[src/rtl/uart_echo_responder.sv]
// Host-side echo engine for UART_MIKE: drains rx bytes, drops parity
// errors, queues good bytes and retransmits them with a fixed gap.
`timescale 1ns/1ps
module uart_echo_responder #(
  parameter int UART_DATA_WIDTH = 8,
  parameter int DATA_WIDTH      = UART_DATA_WIDTH,
  parameter int FIFO_DEPTH      = 4,
  parameter int SEND_PULSE      = 2,
  parameter int TX_GAP_CYCLES   = 60,
  parameter int CNT_WIDTH       = 8
) (
  input  logic                          clk,
  input  logic                          n_rst,
  input  logic                          enable,
  input  logic                          rx_flag,
  input  logic [DATA_WIDTH-1:0]         rx_data,
  input  logic                          parity_error,
  output logic                          rx_flag_clr,
  output logic [DATA_WIDTH-1:0]         tx_data,
  output logic                          tx_send,
  output logic [$clog2(FIFO_DEPTH):0]   fifo_count,
  output logic [CNT_WIDTH-1:0]          err_count,
  output logic [CNT_WIDTH-1:0]          drop_count
);

  localparam int PW   = $clog2(FIFO_DEPTH);
  localparam int CW   = PW + 1;
  localparam int TMAX = (SEND_PULSE > TX_GAP_CYCLES) ?
                        SEND_PULSE : TX_GAP_CYCLES;
  localparam int TW   = $clog2(TMAX + 1);

  localparam logic [CW-1:0] FULL      = CW'(FIFO_DEPTH);
  localparam logic [TW-1:0] SEND_LAST = TW'(SEND_PULSE - 1);
  localparam logic [TW-1:0] GAP_LAST  = TW'(TX_GAP_CYCLES - 1);

  localparam logic [0:0] C_IDLE = 1'b0;
  localparam logic [0:0] C_CLR  = 1'b1;

  localparam logic [1:0] T_IDLE = 2'd0;
  localparam logic [1:0] T_SEND = 2'd1;
  localparam logic [1:0] T_GAP  = 2'd2;

  logic [0:0]            c_state;
  logic [1:0]            t_state;
  logic [TW-1:0]         tcnt;
  logic [PW-1:0]         wr_ptr;
  logic [PW-1:0]         rd_ptr;
  logic [DATA_WIDTH-1:0] mem [FIFO_DEPTH];

  logic take;
  logic push;
  logic pop;
  logic gap_done;

  assign take     = (c_state == C_IDLE) && rx_flag;
  assign push     = take && !parity_error && (fifo_count != FULL);
  assign gap_done = (t_state == T_GAP) && (tcnt == GAP_LAST);
  // The last gap cycle may pop directly, giving SEND_PULSE+GAP spacing.
  assign pop      = enable && (fifo_count != '0) &&
                    ((t_state == T_IDLE) || gap_done);

  always_ff @(posedge clk) begin
    if (push) mem[wr_ptr] <= rx_data;
  end

  always_ff @(posedge clk) begin
    if (!n_rst) begin
      c_state     <= C_IDLE;
      t_state     <= T_IDLE;
      tcnt        <= '0;
      wr_ptr      <= '0;
      rd_ptr      <= '0;
      rx_flag_clr <= 1'b0;
      tx_data     <= '0;
      tx_send     <= 1'b0;
      fifo_count  <= '0;
      err_count   <= '0;
      drop_count  <= '0;
    end else begin
      unique case (c_state)
        C_IDLE: begin
          if (rx_flag) begin
            c_state     <= C_CLR;
            rx_flag_clr <= 1'b1;
            if (parity_error) begin
              if (err_count != '1) err_count <= err_count + 1'b1;
            end else if (fifo_count == FULL) begin
              if (drop_count != '1) drop_count <= drop_count + 1'b1;
            end
          end
        end
        C_CLR: begin
          if (!rx_flag) begin
            c_state     <= C_IDLE;
            rx_flag_clr <= 1'b0;
          end
        end
      endcase

      if (push) wr_ptr <= wr_ptr + 1'b1;
      if (pop) begin
        tx_data <= mem[rd_ptr];
        rd_ptr  <= rd_ptr + 1'b1;
      end

      case ({push, pop})
        2'b10:   fifo_count <= fifo_count + 1'b1;
        2'b01:   fifo_count <= fifo_count - 1'b1;
        default: ;
      endcase

      if (pop) begin
        t_state <= T_SEND;
        tx_send <= 1'b1;
        tcnt    <= '0;
      end else begin
        case (t_state)
          T_SEND: begin
            if (tcnt == SEND_LAST) begin
              tx_send <= 1'b0;
              t_state <= T_GAP;
              tcnt    <= '0;
            end else begin
              tcnt <= tcnt + 1'b1;
            end
          end
          T_GAP: begin
            if (gap_done) t_state <= T_IDLE;
            else          tcnt    <= tcnt + 1'b1;
          end
          default: ;
        endcase
      end
    end
  end

endmodule

[config.mk]
export PLATFORM = sky130hd
export DESIGN_NAME = uart_echo_responder
export DESIGN_NICKNAME = d
export VERILOG_FILES = /design/src/rtl/uart_echo_responder.sv
export SDC_FILE = /design/constraint.sdc
export NUM_CORES = 1
export LEC_CHECK = 0
export CORE_AREA = 5 5 107 109
export CTS_CLUSTER_DIAMETER = 100
export CTS_CLUSTER_SIZE = 40
export DETAILED_ROUTE_END_ITERATION = 8
export DIE_AREA = 0 0 112 114
export PLACE_DENSITY = 0.55
export SETUP_SLACK_MARGIN = 0.05
export SLEW_MARGIN = 20
export SYNTH_ARGS = -nofsm -noshare
export SYNTH_HDL_FRONTEND = slang
export SYNTH_SLANG_ARGS = --single-unit
[constraint.sdc]
create_clock -name clk -period 2.4 [get_ports clk]
set_input_delay 0.36 -clock clk [delete_from_list [all_inputs] [get_ports clk]]
set_output_delay 0.36 -clock clk [all_outputs]
set_load 0.03 [all_outputs]
-- After elaboration in Yosys (flattened, before gate mapping)
Memories as Yosys holds them, arrays and structs flattened. A register that Yosys moved wholly into a read port is not among the register bits.
Cells that the tools add are included.
Widths: inputs -> output; s select.
- register bits after elaboration: 34
- bits in writable memories: 32
- input port bits: 13
- output and inout port bits: 29
- logic and storage cells: 80
- memories: 1
- memories (memory ; depth ; width ; read ports ; clocked after memory_dff ; wr ports ; RTL line ; RTL):
    mem ; 4 ; 8 ; 1 ; 1 ; 1 ; 48 ; logic [DATA_WIDTH-1:0] mem [FIFO_DEPTH];
- $add $sub $neg: 7
- eq/ne operators: 17
- muxes and demuxes: 17
- bitwise logic cells: 3
- reductions and logical operators: 24
- operators by type and width (cell ; number):
    $add 8x1->8 const B ; 2
    $ne 8x8->1 const B ; 2
    $mux 6 ; 2
    $pmux 6 s2 ; 1
    $ne 2x2->1 const B ; 5
    $mux 1 ; 9
    $ne 3x3->1 const B ; 3
    $reduce_bool 2->1 ; 4
    $add 6x1->6 const B ; 1
    $eq 6x1->1 const B ; 1
    $eq 6x6->1 const B ; 1
    $logic_and 1x1->1 ; 6
    $pmux 3 s2 ; 1
    $reduce_and 2->1 ; 3
    $reduce_and 3->1 ; 2
    $reduce_bool 3->1 ; 2
    $reduce_and 5->1 ; 1
    $add 2x1->2 const B ; 2
    $eq 2x1->1 const B ; 2
    $eq 2x2->1 const B ; 2
    $mux 2 ; 2
    $pmux 2 s2 ; 1
    $reduce_and 4->1 ; 1
    $add 3x1->3 const B ; 1
    8 further kinds ; 11

-- Longest topological paths before layout
Gate-level depths: netlist of the first run.
- depth in word-level cells: 6
- gate-level depth with buffers: 12
- gate-level depth less buffers: 11

-- Worst setup path before layout of the first run
No wires, ideal clock.
- kind: register -> register
- from: register fifo_count[0]
- to: register fifo_count[2]
- arrival time: 2.399 ns
- required time: 2.330 ns
- path slack: -0.069 ns
- stages on the path, launching flop included: 11
- buffers on the path: 1
- path through: dfxtp_1 > o311a_1 > clkbuf_1 > nand2_1 > inv_1 > ha_1 > inv_1 > fa_1 > xor2_1 > or3_1 > a21oi_1
- longest elaborated chain between the ends: 5
- RTL lines (element ; RTL line ; RTL):
    from (decl) ; 21 ; output logic [$clog2(FIFO_DEPTH):0] fifo_count,
    from (signal assigned) ; 107 ; 2'b10: fifo_count <= fifo_count + 1'b1;
    from (signal assigned) ; 108 ; 2'b01: fifo_count <= fifo_count - 1'b1;
    $reduce_bool 3->1 * ; 59 ; assign pop = enable && (fifo_count != '0) &&
    $logic_and 1x1->1 * (2 in a row) ; 59 ;
    named net pop ; 52 ; logic pop;
    $eq 2x1->1 or $eq 2x2->1 (tied branches) ; 106 ; case ({push, pop})
    $pmux 3 s2 or $reduce_bool 2->1 (tied branches) ; - ;
The timed path passes the listed nets; every way through them passes the cells marked *.
A chain may end at the register's enable or synchronous reset.

-- Worst setup path in the final report of the first run
- from: register tcnt[1]
- to: register fifo_count[2]
- longest elaborated chain between the ends: 6
- RTL lines (element ; RTL line ; RTL):
    from (decl) ; 45 ; logic [TW-1:0] tcnt;
    from (signal assigned) ; 124 ; tcnt <= tcnt + 1'b1;
    from (signal assigned) ; 129 ; else tcnt <= tcnt + 1'b1;
    $eq 6x6->1 * ; 57 ; assign gap_done = (t_state == T_GAP) && (tcnt == GAP_LAST);
    $logic_and 1x1->1 * ; 57 ;
    $logic_or 1x1->1 * ; 60 ; ((t_state == T_IDLE) || gap_done);
    $logic_and 1x1->1 * ; 59 ;
    named net pop ; 52 ;
    $eq 2x1->1 or $eq 2x2->1 (tied branches) ; 106 ;
    $pmux 3 s2 or $reduce_bool 2->1 (tied branches) ; - ;
Marked as above.

==> run summary, run 1 <==
The flow ran to the end, and the final reports show no timing, DRC or antenna violations. The die is 114 um tall. No sink is reached through more buffers than the 2 on the longest clock path. The worst setup path is launched from a flop. The combinational fraction of design power is 23.2%.

Setup repair after global routing left no endpoint under its margin. The placer congestion estimate came out at 0.798. The number of cells on the worst reg-to-reg path is 11. The number of placement rows is 38. The final count of pins violating max slew came to 0.

After clock tree synthesis, the clock-pin slew on the worst setup and hold paths is 0.08 ns. The placed instance count is 470. Counting flops with a built-in enable in the synthesized netlist gives 32. In this run the power spent charging and discharging nets is 0.00103 W. Once layout is complete, the cells apart from fillers number 487. The cell depth of the worst min-delay path is 2. At the placement stage, the worst setup path has a slack of -0.115 ns.

A synthesized cell averages 11.3 um^2. The starting density of the core is 31.0%. The synthesized design devotes to its leading area cell type 29.5% of total area. The portion of the post-synthesis area used by sequential elements came out at 55.3%. TritonCTS built the clock tree. The dominant combinational cell family by area after synthesis is simple AND/OR/NAND/NOR gates. Of the total synthesized cell area, the portion taken by AND, OR, NAND and NOR gates is 15.5%. The maximum number of pins on one net before global-route repair came out at 34. The maximum vdd ir drop is 0.000347 V. The floorplan step defined a die boundary enclosing 12800 um^2. STA classifies the critical path endpoint as a flop. The via count of the first global-routing pass was 2279. The number of antenna repair diodes came out at 0.

The final routed DRC violation total is 0. The startpoint identified for the worst hold timing path is tx_data[0]. The total half-perimeter wirelength after legalization and detailed placement is 4700 um. The number of H-tree levels came out at 3. The worst hold slack after final layout is 0.480 ns. The cell sitting at the root of the clock tree is a clkbuf_8. The startpoint identified for the worst register-to-register timing path is tcnt[1]. Along the worst path, the maximum fanout reaches 6. The fraction of power spent switching nets came out at 30.1%. The area of the mapped netlist came out at 3260 um^2. The sum of overflow across all layers after global routing is 0. The endpoint identified for the worst register-to-register timing path is fifo_count[2]. The number of search-and-repair iterations in the first detailed-routing pass came out at 4.

The global-route wire length before repair came out at 11200 um. The number of hold buffers added after CTS came out at 0. The post-synthesis sequential element count is 74. Yosys printed 0 warnings. The slew at the pin with the worst max-slew slack is 0.931 ns. The overall track demand over capacity in global routing came out at 11.0%. CTS saw 74 sinks. The share of total power dissipated in the clock network is 31.6%. The number of antenna violations at the first check in global routing is 0. The category of the critical setup timing path is reg2reg. The mux share of post-synthesis cell area came out at 7.68%. The leakage power is 1.43 nW. The portion of the clock cycle consumed by the worst path in the final layout came out at 92.5%. The final critical path time including I/O delays and setup came out at 2.22 ns.

After filler insertion, the fill cell instance count of the layout stands at 1029. The routed layout has 2306 vias. The share of the synthesized area in compound gates (AO/OA/AOI/OAI) is 10.5%. Once layout is done, the placed cells without fillers occupy 4150 um^2. The total power divided by cell area is 825 nW/um^2. The post-route worst setup slack came out at 0.180 ns.

The fraction of the mapped netlist area in adder cells is 4.46%. The quantity of I/O buffers inserted on ports is 41. The number of hold violations in the final report came to 0. The number of DRC violations after detailed-routing iteration 0 is 99. The slack of the worst reg-to-reg path is 0.18 ns. The max-cap violation count came out at 0. The die outline width came out at 112 um. In the final layout, the multi-input gates occupy 1370 um^2. Of all cell types, the one taking the most synthesized area is edfxtp_1. The instance area after placement came out at 3890 um^2. The sum of routed wire length over all layers is 6630 um. The residual antenna-violating net count after detailed routing came out at 0. The post-route clock skew is 0.0102 ns. Once layout is complete, the utilization of the core stands at 39.5%.

The number of unique standard cell types used by synthesis is 44. In this run, flip-flops and latches consume 45.2% of the power. The signal arrival time at the worst endpoint came out at 2.49 ns. The internal power summed over all cells came out at 0.00239 W.

The worst hold path class is reg2reg. The detailed-route wire length per cell came out at 13.6 um. The number of nets in the layout is 366. In this run, CTS created clock tree buffers numbering 9. The top-level port count is 42.

The number of setup violations in the final report is 0. In the post-synthesis netlist, the biggest area contributors are edfxtp_1, dfxtp_1, mux4_2. The parity-gate share of the synthesized area counting xor and xnor cells is 3.23%. The path with the worst hold slack has its endpoint at tx_data[0].

The count of mapped cells out of synthesis is 289. The post-synthesis net count came out at 313. The share of synthesized registers carrying an async set or reset is 0%. The commonest cells after synthesis are dfxtp_1, edfxtp_1, a21oi_1. The area overhead of the layout relative to synthesis came out at 27.4%. The worst slew slack as a fraction of its limit is 36.9%. The most used flip-flop cell after synthesis is dfxtp_1.

The insertion delay of the later-clocked pin in the worst-skew pair is 0.35 ns. The share of post-route cells with drive strength above 1 came out at 15.0%. In the post-synthesis netlist, the cell with the most instances is dfxtp_1. Dividing the detail-routed via count by the number of cells gives 4.74. The highest attainable clock frequency came out at 0.450 GHz.

The sequential standard cell area came out at 1810 um^2. The total core area is 10500 um^2. For the worst setup path, the data required time is 2.67 ns.
[critical path: stages, from the launching register on]
cell and delay, ns:
dfxtp_4 0.38, ha_4 0.15, nand2b_1 0.09, o21ai_2 0.15, nand2_1 0.09, inv_1 0.06, ha_1 0.15, inv_1 0.05
fa_1 0.37, xor2_1 0.16, or3_1 0.34, a21oi_2 0.15
[cells in the final DEF (no fill, tap or decap), drive strengths merged, types with 3 or more instances in the layout]
master          n
dfxtp          42
clkdlybuf4s50  41
edfxtp         32
a21oi          25
nor2           24
o21ai          20
nand3          16
buf            15
inv            13
nand2          12
ha             10
clkbuf          9
mux4            8
xor2            7
mux2i           7
and2            6
or3             6
and3            5
xnor2           5
o211ai          5
nand4           4
nor3b           4
clkinv          4
nand2b          3
nor2b           3
[flip-flops by register name (all words and copies together), names as in the netlist]
signal       cells
rd_ptr           2
fifo_count       3
c_state          1
drop_count       8
wr_ptr           2
tx_send          1
tcnt             6
tx_data          8
mem             32
err_count        8
t_state          2
rx_flag_clr      1
[per-layer routing]
metal / vias up / track usage, % / wire length [um]
li1: 1163 / - / -
met1: 1093 / 13.7 / 3010
met2: 38 / 17.9 / 3230
met3: 12 / 3.24 / 259
met4: 0 / 4.65 / 132
met5: - / 0 / 0
[area by class of cell]
class                           count  share of cell area, %
Tap cell                          140                   4.22
Clock inverter                      7                   2.44
Clock buffer                        9                   2.99
Timing Repair Buffer               56                   12.6
Multi-Input combinational cell    189                   32.9
Sequential cell                    74                   43.7
Inverter                           12                   1.09
[power by group through the flow]
stage	clock network, W	registers (W)	logic (W)
CTS	0.00113	0.00155	0.000799
global route	0.00117	0.00157	0.000880
floorplan	0	0.00162	0.000443
detailed placement	0	0.00158	0.000796
finish	0.00108	0.00155	0.000793
global placement	0	0.00157	0.000777
[cell families after synthesis]
family	after synthesis
AO/OA/AOI/OAI	59
XOR/XNOR	12
adder cells (fa/ha/maj)	11
buffers and inverters	26
flip-flops	74
multiplexers	15
AND/OR/NAND/NOR	92
[stage by stage]
stage	power [W]	TNS [ns]
4_1_cts	0.00347	0
5_1_grt	0.00362	0
3_5_place_dp	0.00237	-0.115
2_1_floorplan	0.00206	0
3_3_place_gp	0.00235	-0.0380
6_report	0.00342	0
[worst max path at each step]
stage | from | endpoint | slack [ns] | cells after the start
final | tcnt[1] | fifo_count[2] | 0.18 | 11
after global routing | tcnt[1] | fifo_count[2] | 0.06 | 11
after CTS | tcnt[1] | fifo_count[2] | 0.06 | 11
after detailed placement | rx_flag | fifo_count[2] | -0.11 | 10
after global placement | rx_flag | fifo_count[2] | -0.04 | 10
after floorplan | tcnt[0] | fifo_count[2] | 0.07 | 12
[repair_timing]
item	4_1_cts	5_1_grt
resized for setup	1	7
pin swaps	0	1
setup endpoints to repair	1	1
setup buffers	0	1
Power figures use the tool's default switching activity.
==> run 2: changes to the inputs <==
- CAP_MARGIN: default -> 20
==> results of run 2 <==
Final layout, timing and power as in run 1 (identical DEF).
